===== src/rtl/bus_arb_pkg.sv =====
// Shared definitions for the system-bus host arbiter.
//   id_width()   : bits needed to name one host (never less than 1)
//   host_id_t    : container type for a host index
//   lock_state_e : state of the arbiter's request-lock FSM
//   rr_next()    : round-robin successor of a host index
package bus_arb_pkg;

  localparam int MaxIdWidth = 8;

  typedef logic [MaxIdWidth-1:0] host_id_t;

  typedef enum logic {
    LOCK_IDLE = 1'b0,
    LOCK_HELD = 1'b1
  } lock_state_e;

  function automatic int id_width(input int nr_hosts);
    return (nr_hosts > 1) ? $clog2(nr_hosts) : 1;
  endfunction

  // Next host after cur, wrapping to 0 after the last one.
  function automatic host_id_t rr_next(input host_id_t cur, input int nr_hosts);
    host_id_t nxt;
    if (int'(cur) >= nr_hosts - 1) nxt = '0;
    else                           nxt = cur + host_id_t'(1);
    return nxt;
  endfunction

endpackage


===== src/rtl/bus_host_arb_if.sv =====
// Signal bundle between the hosts, the arbiter and the downstream bus.
// Names keep the arbiter's point of view (_i = into the arbiter).
//
// Handshake (both host side and bus side): req/gnt. A requester raises req
// with addr/we/be/wdata and keeps them stable until gnt; the beat transfers
// in the cycle where req & gnt are both high. Every accepted beat is answered
// by exactly one rvalid pulse, in acceptance order, at least one cycle later.
//
// Modports:
//   master : the surroundings (hosts and bus fabric) driving requests/responses
//   slave  : the arbiter itself
interface bus_host_arb_if #(
  parameter int NrHosts   = 2,
  parameter int AddrWidth = 32,
  parameter int DataWidth = 32
);
  logic [NrHosts-1:0]                  host_req_i;
  logic [NrHosts-1:0]                  host_we_i;
  logic [NrHosts-1:0][AddrWidth-1:0]   host_addr_i;
  logic [NrHosts-1:0][DataWidth/8-1:0] host_be_i;
  logic [NrHosts-1:0][DataWidth-1:0]   host_wdata_i;
  logic [NrHosts-1:0]                  host_gnt_o;
  logic [NrHosts-1:0]                  host_rvalid_o;
  logic [DataWidth-1:0]                host_rdata_o;

  logic                                bus_req_o;
  logic                                bus_we_o;
  logic [AddrWidth-1:0]                bus_addr_o;
  logic [DataWidth/8-1:0]              bus_be_o;
  logic [DataWidth-1:0]                bus_wdata_o;
  logic                                bus_gnt_i;
  logic                                bus_rvalid_i;
  logic [DataWidth-1:0]                bus_rdata_i;

  logic                                err_o;

  modport master (
    output host_req_i, host_we_i, host_addr_i, host_be_i, host_wdata_i,
    output bus_gnt_i, bus_rvalid_i, bus_rdata_i,
    input  host_gnt_o, host_rvalid_o, host_rdata_o,
    input  bus_req_o, bus_we_o, bus_addr_o, bus_be_o, bus_wdata_o,
    input  err_o
  );

  modport slave (
    input  host_req_i, host_we_i, host_addr_i, host_be_i, host_wdata_i,
    input  bus_gnt_i, bus_rvalid_i, bus_rdata_i,
    output host_gnt_o, host_rvalid_o, host_rdata_o,
    output bus_req_o, bus_we_o, bus_addr_o, bus_be_o, bus_wdata_o,
    output err_o
  );
endinterface


===== src/rtl/bus_arb_id_fifo.sv =====
// In-order FIFO of host IDs, one entry per accepted-but-unanswered beat.
// Ports:
//   clk_i, rst_ni     : clock, asynchronous active-low reset (empties FIFO)
//   push, push_data   : enqueue an ID (ignored when full)
//   pop               : dequeue the head (ignored when empty)
//   head              : oldest stored ID
//   full, empty, count: occupancy, all derived from registers only
module bus_arb_id_fifo #(
  parameter  int Depth = 2,
  parameter  int Width = 1,
  localparam int CntW  = $clog2(Depth + 1),
  localparam int PtrW  = (Depth > 1) ? $clog2(Depth) : 1
) (
  input  logic             clk_i,
  input  logic             rst_ni,
  input  logic             push,
  input  logic [Width-1:0] push_data,
  input  logic             pop,
  output logic [Width-1:0] head,
  output logic             full,
  output logic             empty,
  output logic [CntW-1:0]  count
);

  logic [Width-1:0] mem_q [Depth];
  logic [PtrW-1:0]  wr_ptr_q;
  logic [PtrW-1:0]  rd_ptr_q;
  logic [CntW-1:0]  count_q;
  logic             push_ok;
  logic             pop_ok;

  function automatic logic [PtrW-1:0] ptr_inc(input logic [PtrW-1:0] p);
    return (int'(p) == Depth - 1) ? '0 : p + PtrW'(1);
  endfunction

  assign full    = (count_q == CntW'(Depth));
  assign empty   = (count_q == '0);
  assign count   = count_q;
  assign head    = mem_q[rd_ptr_q];
  assign push_ok = push & ~full;
  assign pop_ok  = pop & ~empty;

  always_ff @(posedge clk_i or negedge rst_ni) begin
    if (!rst_ni) begin
      for (int i = 0; i < Depth; i++) mem_q[i] <= '0;
      wr_ptr_q <= '0;
      rd_ptr_q <= '0;
      count_q  <= '0;
    end else begin
      if (push_ok) begin
        mem_q[wr_ptr_q] <= push_data;
        wr_ptr_q        <= ptr_inc(wr_ptr_q);
      end
      if (pop_ok) rd_ptr_q <= ptr_inc(rd_ptr_q);
      case ({push_ok, pop_ok})
        2'b10:   count_q <= count_q + CntW'(1);
        2'b01:   count_q <= count_q - CntW'(1);
        default: count_q <= count_q;
      endcase
    end
  end

endmodule


===== src/rtl/bus_host_arb.sv =====
// Round-robin arbiter sharing one system-bus host port among NrHosts
// req/gnt/rvalid requesters. Requests pass through combinationally; an
// in-order ID FIFO routes each rvalid back to the host that issued the beat.
// Ports:
//   clk_i, rst_ni : clock, asynchronous active-low reset
//   bus           : host-side and bus-side signals (slave modport)
//   dbg_count_o   : outstanding-beat count
//   dbg_lock_o    : lock FSM state
//   dbg_rr_o      : round-robin start pointer
module bus_host_arb
  import bus_arb_pkg::*;
#(
  parameter  int NrHosts        = 2,
  parameter  int AddrWidth      = 32,
  parameter  int DataWidth      = 32,
  parameter  int MaxOutstanding = 2,
  localparam int IdW            = id_width(NrHosts),
  localparam int CntW           = $clog2(MaxOutstanding + 1)
) (
  input  logic             clk_i,
  input  logic             rst_ni,
  bus_host_arb_if.slave    bus,
  output logic [CntW-1:0]  dbg_count_o,
  output lock_state_e      dbg_lock_o,
  output logic [IdW-1:0]   dbg_rr_o
);

  lock_state_e            lock_q;
  logic [IdW-1:0]         rr_q;
  logic [IdW-1:0]         sel_q;
  logic                   err_q;

  logic [IdW-1:0]         sel_free;
  logic [IdW-1:0]         hi_idx;
  logic [IdW-1:0]         lo_idx;
  logic                   found_hi;
  logic                   lock_active;
  logic [IdW-1:0]         sel;
  logic                   bus_req;
  logic                   gnt_fire;
  logic                   pop;

  logic [AddrWidth-1:0]   sel_addr;
  logic [DataWidth-1:0]   sel_wdata;
  logic [DataWidth/8-1:0] sel_be;

  logic                   fifo_full;
  logic                   fifo_empty;
  logic [IdW-1:0]         fifo_head;
  logic [CntW-1:0]        fifo_count;

  // First requester at or above rr_q, else the lowest requester overall
  // (the wrap-around). Scanning downward leaves the lowest match last.
  always_comb begin
    found_hi = 1'b0;
    hi_idx   = '0;
    lo_idx   = '0;
    for (int i = NrHosts - 1; i >= 0; i--) begin
      if (bus.host_req_i[i]) begin
        lo_idx = IdW'(i);
        if (i >= int'(rr_q)) begin
          hi_idx   = IdW'(i);
          found_hi = 1'b1;
        end
      end
    end
    sel_free = found_hi ? hi_idx : lo_idx;
  end

  // A locked host that withdraws its request loses the lock at once, so a
  // fresh selection is made in the same cycle.
  assign lock_active = (lock_q == LOCK_HELD) && bus.host_req_i[sel_q];
  assign sel         = lock_active ? sel_q : sel_free;

  // Full uses the registered count only: no rvalid -> req path.
  assign bus_req  = (|bus.host_req_i) & ~fifo_full;
  assign gnt_fire = bus_req & bus.bus_gnt_i;
  assign pop      = bus.bus_rvalid_i & ~fifo_empty;

  assign sel_addr  = bus.host_addr_i[sel];
  assign sel_wdata = bus.host_wdata_i[sel];
  assign sel_be    = bus.host_be_i[sel];

  assign bus.bus_req_o    = bus_req;
  assign bus.bus_we_o     = bus.host_we_i[sel];
  assign bus.bus_addr_o   = sel_addr;
  assign bus.bus_wdata_o  = sel_wdata;
  assign bus.bus_be_o     = sel_be;
  assign bus.host_rdata_o = bus.bus_rdata_i;
  assign bus.err_o        = err_q;

  always_comb begin
    bus.host_gnt_o    = '0;
    bus.host_rvalid_o = '0;
    for (int i = 0; i < NrHosts; i++) begin
      bus.host_gnt_o[i]    = gnt_fire && (sel == IdW'(i));
      bus.host_rvalid_o[i] = pop && (fifo_head == IdW'(i));
    end
  end

  // Lock FSM plus round-robin pointer and sticky error.
  always_ff @(posedge clk_i or negedge rst_ni) begin
    if (!rst_ni) begin
      lock_q <= LOCK_IDLE;
      sel_q  <= '0;
      rr_q   <= '0;
      err_q  <= 1'b0;
    end else begin
      unique case (lock_q)
        LOCK_IDLE: begin
          if (bus_req && !bus.bus_gnt_i) begin
            lock_q <= LOCK_HELD;
            sel_q  <= sel;
          end
        end
        LOCK_HELD: begin
          if (gnt_fire) begin
            lock_q <= LOCK_IDLE;
          end else if (lock_active) begin
            // Kept even while the FIFO is full and bus_req is gated off.
            lock_q <= LOCK_HELD;
          end else if (bus_req && !bus.bus_gnt_i) begin
            sel_q  <= sel;
          end else begin
            lock_q <= LOCK_IDLE;
          end
        end
        default: lock_q <= LOCK_IDLE;
      endcase

      if (gnt_fire) rr_q <= IdW'(rr_next(host_id_t'(sel), NrHosts));
      if (bus.bus_rvalid_i && fifo_empty) err_q <= 1'b1;
    end
  end

  bus_arb_id_fifo #(
    .Depth (MaxOutstanding),
    .Width (IdW)
  ) u_id_fifo (
    .clk_i     (clk_i),
    .rst_ni    (rst_ni),
    .push      (gnt_fire),
    .push_data (sel),
    .pop       (pop),
    .head      (fifo_head),
    .full      (fifo_full),
    .empty     (fifo_empty),
    .count     (fifo_count)
  );

  assign dbg_count_o = fifo_count;
  assign dbg_lock_o  = lock_q;
  assign dbg_rr_o    = rr_q;

endmodule


===== src/flat_wrapper.sv =====
// flat-port wrapper written by rule: the top's interface ports become plain ports
module bus_host_arb_flat import bus_arb_pkg::*;
#(
  parameter  int NrHosts        = 2,
  parameter  int AddrWidth      = 32,
  parameter  int DataWidth      = 32,
  parameter  int MaxOutstanding = 2,
  localparam int IdW            = id_width(NrHosts),
  localparam int CntW           = $clog2(MaxOutstanding + 1)
)
  (clk_i, rst_ni, dbg_count_o, dbg_lock_o, dbg_rr_o, bus_host_req_i, bus_host_we_i, bus_host_addr_i, bus_host_be_i, bus_host_wdata_i, bus_bus_gnt_i, bus_bus_rvalid_i, bus_bus_rdata_i, bus_host_gnt_o, bus_host_rvalid_o, bus_host_rdata_o, bus_bus_req_o, bus_bus_we_o, bus_bus_addr_o, bus_bus_be_o, bus_bus_wdata_o, bus_err_o);
  bus_host_arb_if #(.NrHosts(NrHosts), .AddrWidth(AddrWidth), .DataWidth(DataWidth)) bus_i ();
  input  logic clk_i;
  input  logic rst_ni;
  output logic [CntW-1:0] dbg_count_o;
  output lock_state_e dbg_lock_o;
  output logic [IdW-1:0] dbg_rr_o;
  input wire logic [$bits(bus_i.host_req_i)-1:0] bus_host_req_i;
  input wire logic [$bits(bus_i.host_we_i)-1:0] bus_host_we_i;
  input wire logic [$bits(bus_i.host_addr_i)-1:0] bus_host_addr_i;
  input wire logic [$bits(bus_i.host_be_i)-1:0] bus_host_be_i;
  input wire logic [$bits(bus_i.host_wdata_i)-1:0] bus_host_wdata_i;
  input wire logic [$bits(bus_i.bus_gnt_i)-1:0] bus_bus_gnt_i;
  input wire logic [$bits(bus_i.bus_rvalid_i)-1:0] bus_bus_rvalid_i;
  input wire logic [$bits(bus_i.bus_rdata_i)-1:0] bus_bus_rdata_i;
  output wire logic [$bits(bus_i.host_gnt_o)-1:0] bus_host_gnt_o;
  output wire logic [$bits(bus_i.host_rvalid_o)-1:0] bus_host_rvalid_o;
  output wire logic [$bits(bus_i.host_rdata_o)-1:0] bus_host_rdata_o;
  output wire logic [$bits(bus_i.bus_req_o)-1:0] bus_bus_req_o;
  output wire logic [$bits(bus_i.bus_we_o)-1:0] bus_bus_we_o;
  output wire logic [$bits(bus_i.bus_addr_o)-1:0] bus_bus_addr_o;
  output wire logic [$bits(bus_i.bus_be_o)-1:0] bus_bus_be_o;
  output wire logic [$bits(bus_i.bus_wdata_o)-1:0] bus_bus_wdata_o;
  output wire logic [$bits(bus_i.err_o)-1:0] bus_err_o;
  assign bus_i.host_req_i = bus_host_req_i;
  assign bus_i.host_we_i = bus_host_we_i;
  assign bus_i.host_addr_i = bus_host_addr_i;
  assign bus_i.host_be_i = bus_host_be_i;
  assign bus_i.host_wdata_i = bus_host_wdata_i;
  assign bus_i.bus_gnt_i = bus_bus_gnt_i;
  assign bus_i.bus_rvalid_i = bus_bus_rvalid_i;
  assign bus_i.bus_rdata_i = bus_bus_rdata_i;
  assign bus_host_gnt_o = bus_i.host_gnt_o;
  assign bus_host_rvalid_o = bus_i.host_rvalid_o;
  assign bus_host_rdata_o = bus_i.host_rdata_o;
  assign bus_bus_req_o = bus_i.bus_req_o;
  assign bus_bus_we_o = bus_i.bus_we_o;
  assign bus_bus_addr_o = bus_i.bus_addr_o;
  assign bus_bus_be_o = bus_i.bus_be_o;
  assign bus_bus_wdata_o = bus_i.bus_wdata_o;
  assign bus_err_o = bus_i.err_o;
  bus_host_arb #(.NrHosts(NrHosts), .AddrWidth(AddrWidth), .DataWidth(DataWidth), .MaxOutstanding(MaxOutstanding)) u_core (.clk_i(clk_i), .rst_ni(rst_ni), .bus(bus_i), .dbg_count_o(dbg_count_o), .dbg_lock_o(dbg_lock_o), .dbg_rr_o(dbg_rr_o));
endmodule

===== config.mk =====
export PLATFORM = sky130hd
export DESIGN_NAME = bus_host_arb_flat
export DESIGN_NICKNAME = d
export VERILOG_FILES = /design/src/rtl/bus_arb_pkg.sv /design/src/rtl/bus_host_arb_if.sv /design/src/rtl/bus_arb_id_fifo.sv /design/src/rtl/bus_host_arb.sv /design/src/flat_wrapper.sv
export SDC_FILE = /design/constraint.sdc
export NUM_CORES = 1
export LEC_CHECK = 0
export ABC_AREA = 1
export CELL_PAD_IN_SITES_DETAIL_PLACEMENT = 0
export CELL_PAD_IN_SITES_GLOBAL_PLACEMENT = 1
export CORE_MARGIN = 2
export CORE_UTILIZATION = 13
export CTS_CLUSTER_SIZE = 25
export DETAILED_ROUTE_END_ITERATION = 10
export PLACE_DENSITY_LB_ADDON = 0.08
export SYNTH_ARGS = -nofsm -noshare
export SYNTH_HDL_FRONTEND = slang
export SYNTH_HIERARCHICAL = 1
export SYNTH_SLANG_ARGS = --single-unit

===== constraint.sdc =====
create_clock -name clk_i -period 2.2 [get_ports clk_i]
set_input_delay 0.22 -clock clk_i [delete_from_list [all_inputs] [get_ports clk_i]]
set_output_delay 0.22 -clock clk_i [all_outputs]
set_load 0.05 [all_outputs]

==> results.cfg, run 1 <==
[run_status]
status = finished, final reports clean

[cts]
numCtsBuffers = 3
cts-root-buf = clkbuf_16
cts_max_level = 1
post_cts_buffers = 0
clkTransAtPathRegs_ns = 0.04
cts_buffer_depth = 2
cts.sinks = 10
cts_hold_buf = 0
cts_tree = built
cts_resized = 0
clkLatencyLatePin_ns = 0.24

[floorplanning]
die_area_um2 = 15800
coreArea_um2 = 14500
die_w_um = 126
die_h_um = 126
initial_core_util_pct = 13.3
rows = 44
io_pins = 287

[setup_path]
slowest_delay_ns = 0.50
critPathKind = in2out
critPathMaxFanout = 57
end_kind = output port
crit_family = buffers and inverters
required_ns = 1.98
cp_num_buf_inv = 4
start_kind = input pin
slowest_stage = clkdlybuf4s50_1
worst_ep_arrival_time_ns = 1.83
crit_chain = clkdlybuf4s50_1 > inv_2 > nand2_1 > nand3_2 > nand2_2 > buf_12 > nand3_1 > nand2_1 > buf_12

[yosys]
ys_ff_latch = 10
synth-edff-count = 0
netlist_area_um2 = 1920
synth-seq-area-share_pct = 13.0
ys_types = 24
yosys_warnings = 6
syn_nets = 525
async_flop_share_pct = 100
avgSynthCellArea_um2 = 5.52
syn_inst = 348
synth_flop_cell = dfrtp_1

[cells_and_area]
diodes = 0
layout_common_cells = clkdlybuf4s50_1 (148), nand3_1 (143), nand2_1 (93), buf_12 (76), inv_1 (13)
fin_cells = 711
drive_gt1_share_pct = 19.7
final_nets = 705
area_growth_pct = 160
postLayoutCellArea_um2 = 4980
finish.utilization_pct = 34.4
layout_commonest_cell = clkdlybuf4s50_1
fillers = 1503

[min_path]
hp-class = in2async

[routing]
ant_nets = 0
drt_iter0_markers = 118
routed_wl_um = 11300
routedWlPerCell_um = 15.8
drcViolationCount = 0
via_per_inst = 4.21
first_pass_iters = 4
num_vias = 2993

[power_and_ir_drop]
switching_share_pct = 53.1
leakage_nw = 2.33
clkPwrFrac_pct = 5.9
finalPower_mw = 6.20
power.density_nw_per_um2 = 1250
p_comb_share_pct = 88.3
internal-power_mw = 2.91
p_sw_mw = 3.29
ir_drop_uv = 348
seqPwrFrac_pct = 5.8

[grt]
grtUsageTotal_pct = 13.8
antenna_found_initial = 0
grt_pass1_wl_um = 17400
grt_max_degree = 64
overflow = 0
grt_pass1_vias = 3151

[placed_design]
place_inst = 707
place_ws_ns = 0.111
dp_hpwl_um = 8880
place_congestion = 0.743
dpl_cell_area_um2 = 4890
port_buffers = 222

[timing]
tightestPinTransition_ns = 0.504
worst_slack_ns = 0.152
slew_headroom_pct = 66.3
fmax_mhz = 488
fin_crit_ns = 2.05
rsz0062_at_grt = no
finalCritPeriodShare_pct = 93.1
setup_tns_ns = 0
finalSetupViolCount = 0
whs_ns = 0.319
drv_slew = 0
skew_ns = 0.00328
final-hold-violation-count = 0

[job]
max-cap-violations = 0
==> final timing paths <==
check,start,endpoint,slack (ns),depth (start not counted)
max,bus_host_req_i[1],bus_bus_wdata_o[0],0.15,9
min,rst_ni,u_core/u_id_fifo/count[1],0.32,1
max reg2reg,u_core/u_id_fifo/count[1],u_core/u_id_fifo/count[1],0.55,11
min reg2reg,u_core/bus.err_o,u_core/bus.err_o,0.46,1
max in group asynchronous,rst_ni,u_core/sel_q,1.54,1
min in group clk_i,bus_bus_rdata_i[13],bus_host_rdata_o[13],0.44,0
==> cells by family after synthesis <==
logic type | Yosys count | synth area share, %
compound gates | 5 | 1.56
xor+xnor | 1 | 0.456
fa+ha+maj | 1 | 0.652
buf+inv | 76 | 22.6
flops | 10 | 13.0
simple gates | 255 | 61.7
==> worst register-to-register path, cell delays in order (launching register included) <==
cell     delay (ns)
dfrtp_1        0.43
inv_1          0.11
nand2_2        0.07
inv_1          0.13
nor2_1         0.08
nand2_1        0.10
inv_1          0.05
ha_1           0.31
inv_1          0.08
nand3_1        0.07
nand2_1        0.06
nand2_1        0.05
==> cell usage after synthesis, types with 2 or more instances <==
| master | number | area (um^2) |
|---|---|---|
| dfrtp_1 | 10 | 250 |
| nand2_1 | 93 | 349 |
| buf_2 | 14 | 70.1 |
| inv_1 | 13 | 48.8 |
| nor3_1 | 2 | 10.0 |
| nand4_1 | 4 | 25.0 |
| buf_4 | 33 | 248 |
| inv_2 | 3 | 11.3 |
| nand3_1 | 144 | 721 |
| clkbuf_1 | 12 | 45.0 |
| nor2_1 | 5 | 18.8 |
| nand2_2 | 3 | 18.8 |
==> layout make-up <==
type	instances	area [um^2]	share of cell area [%]
Sequential cell	10	250	5.02
Multi-Input combinational cell	262	1260	25.3
Tap cell	184	230	4.62
Timing Repair Buffer	235	3090	62.0
Inverter	16	60.1	1.21
Clock buffer	4	88.8	1.78
==> sequential cells by signal, summed over array words and instances (netlist names) <==
register and cells:
u_core/u_id_fifo/count 2, u_core/u_id_fifo/mem_q 2, u_core/bus.err_o 1, u_core/dbg_lock_o 1, u_core/dbg_rr_o 1, u_core/sel_q 1
u_core/u_id_fifo/rd_ptr_q 1, u_core/u_id_fifo/wr_ptr_q 1
==> power groups by stage <==
| stage | combinational, mW | sequential, mW | clock (mW) |
|---|---|---|---|
| finish | 5.48 | 0.359 | 0.366 |
| CTS | 5.55 | 0.360 | 0.378 |
| floorplan | 2.84 | 0.458 | 0 |
| global route | 5.78 | 0.376 | 0.388 |
| global placement | 5.53 | 0.363 | 0 |
| detailed placement | 5.54 | 0.362 | 0 |
==> routing by layer <==
layer | wire length (um) | vias to the layer above | GRT usage [%]
met1 | 3880 | 1345 | 14.1
met3 | 912 | 24 | 4.07
met4 | 243 | 0 | 3.92
met5 | 0 | - | 0
met2 | 6230 | 126 | 26.8
li1 | - | 1498 | -
No activity file was read; power rests on OpenSTA's default activity.
==> run 2, diff against run 1 <==
- SKIP_CTS_REPAIR_TIMING: default -> 1
==> results of run 2 <==
Same layout as run 1: the final DEF is identical, and so are final timing and power.
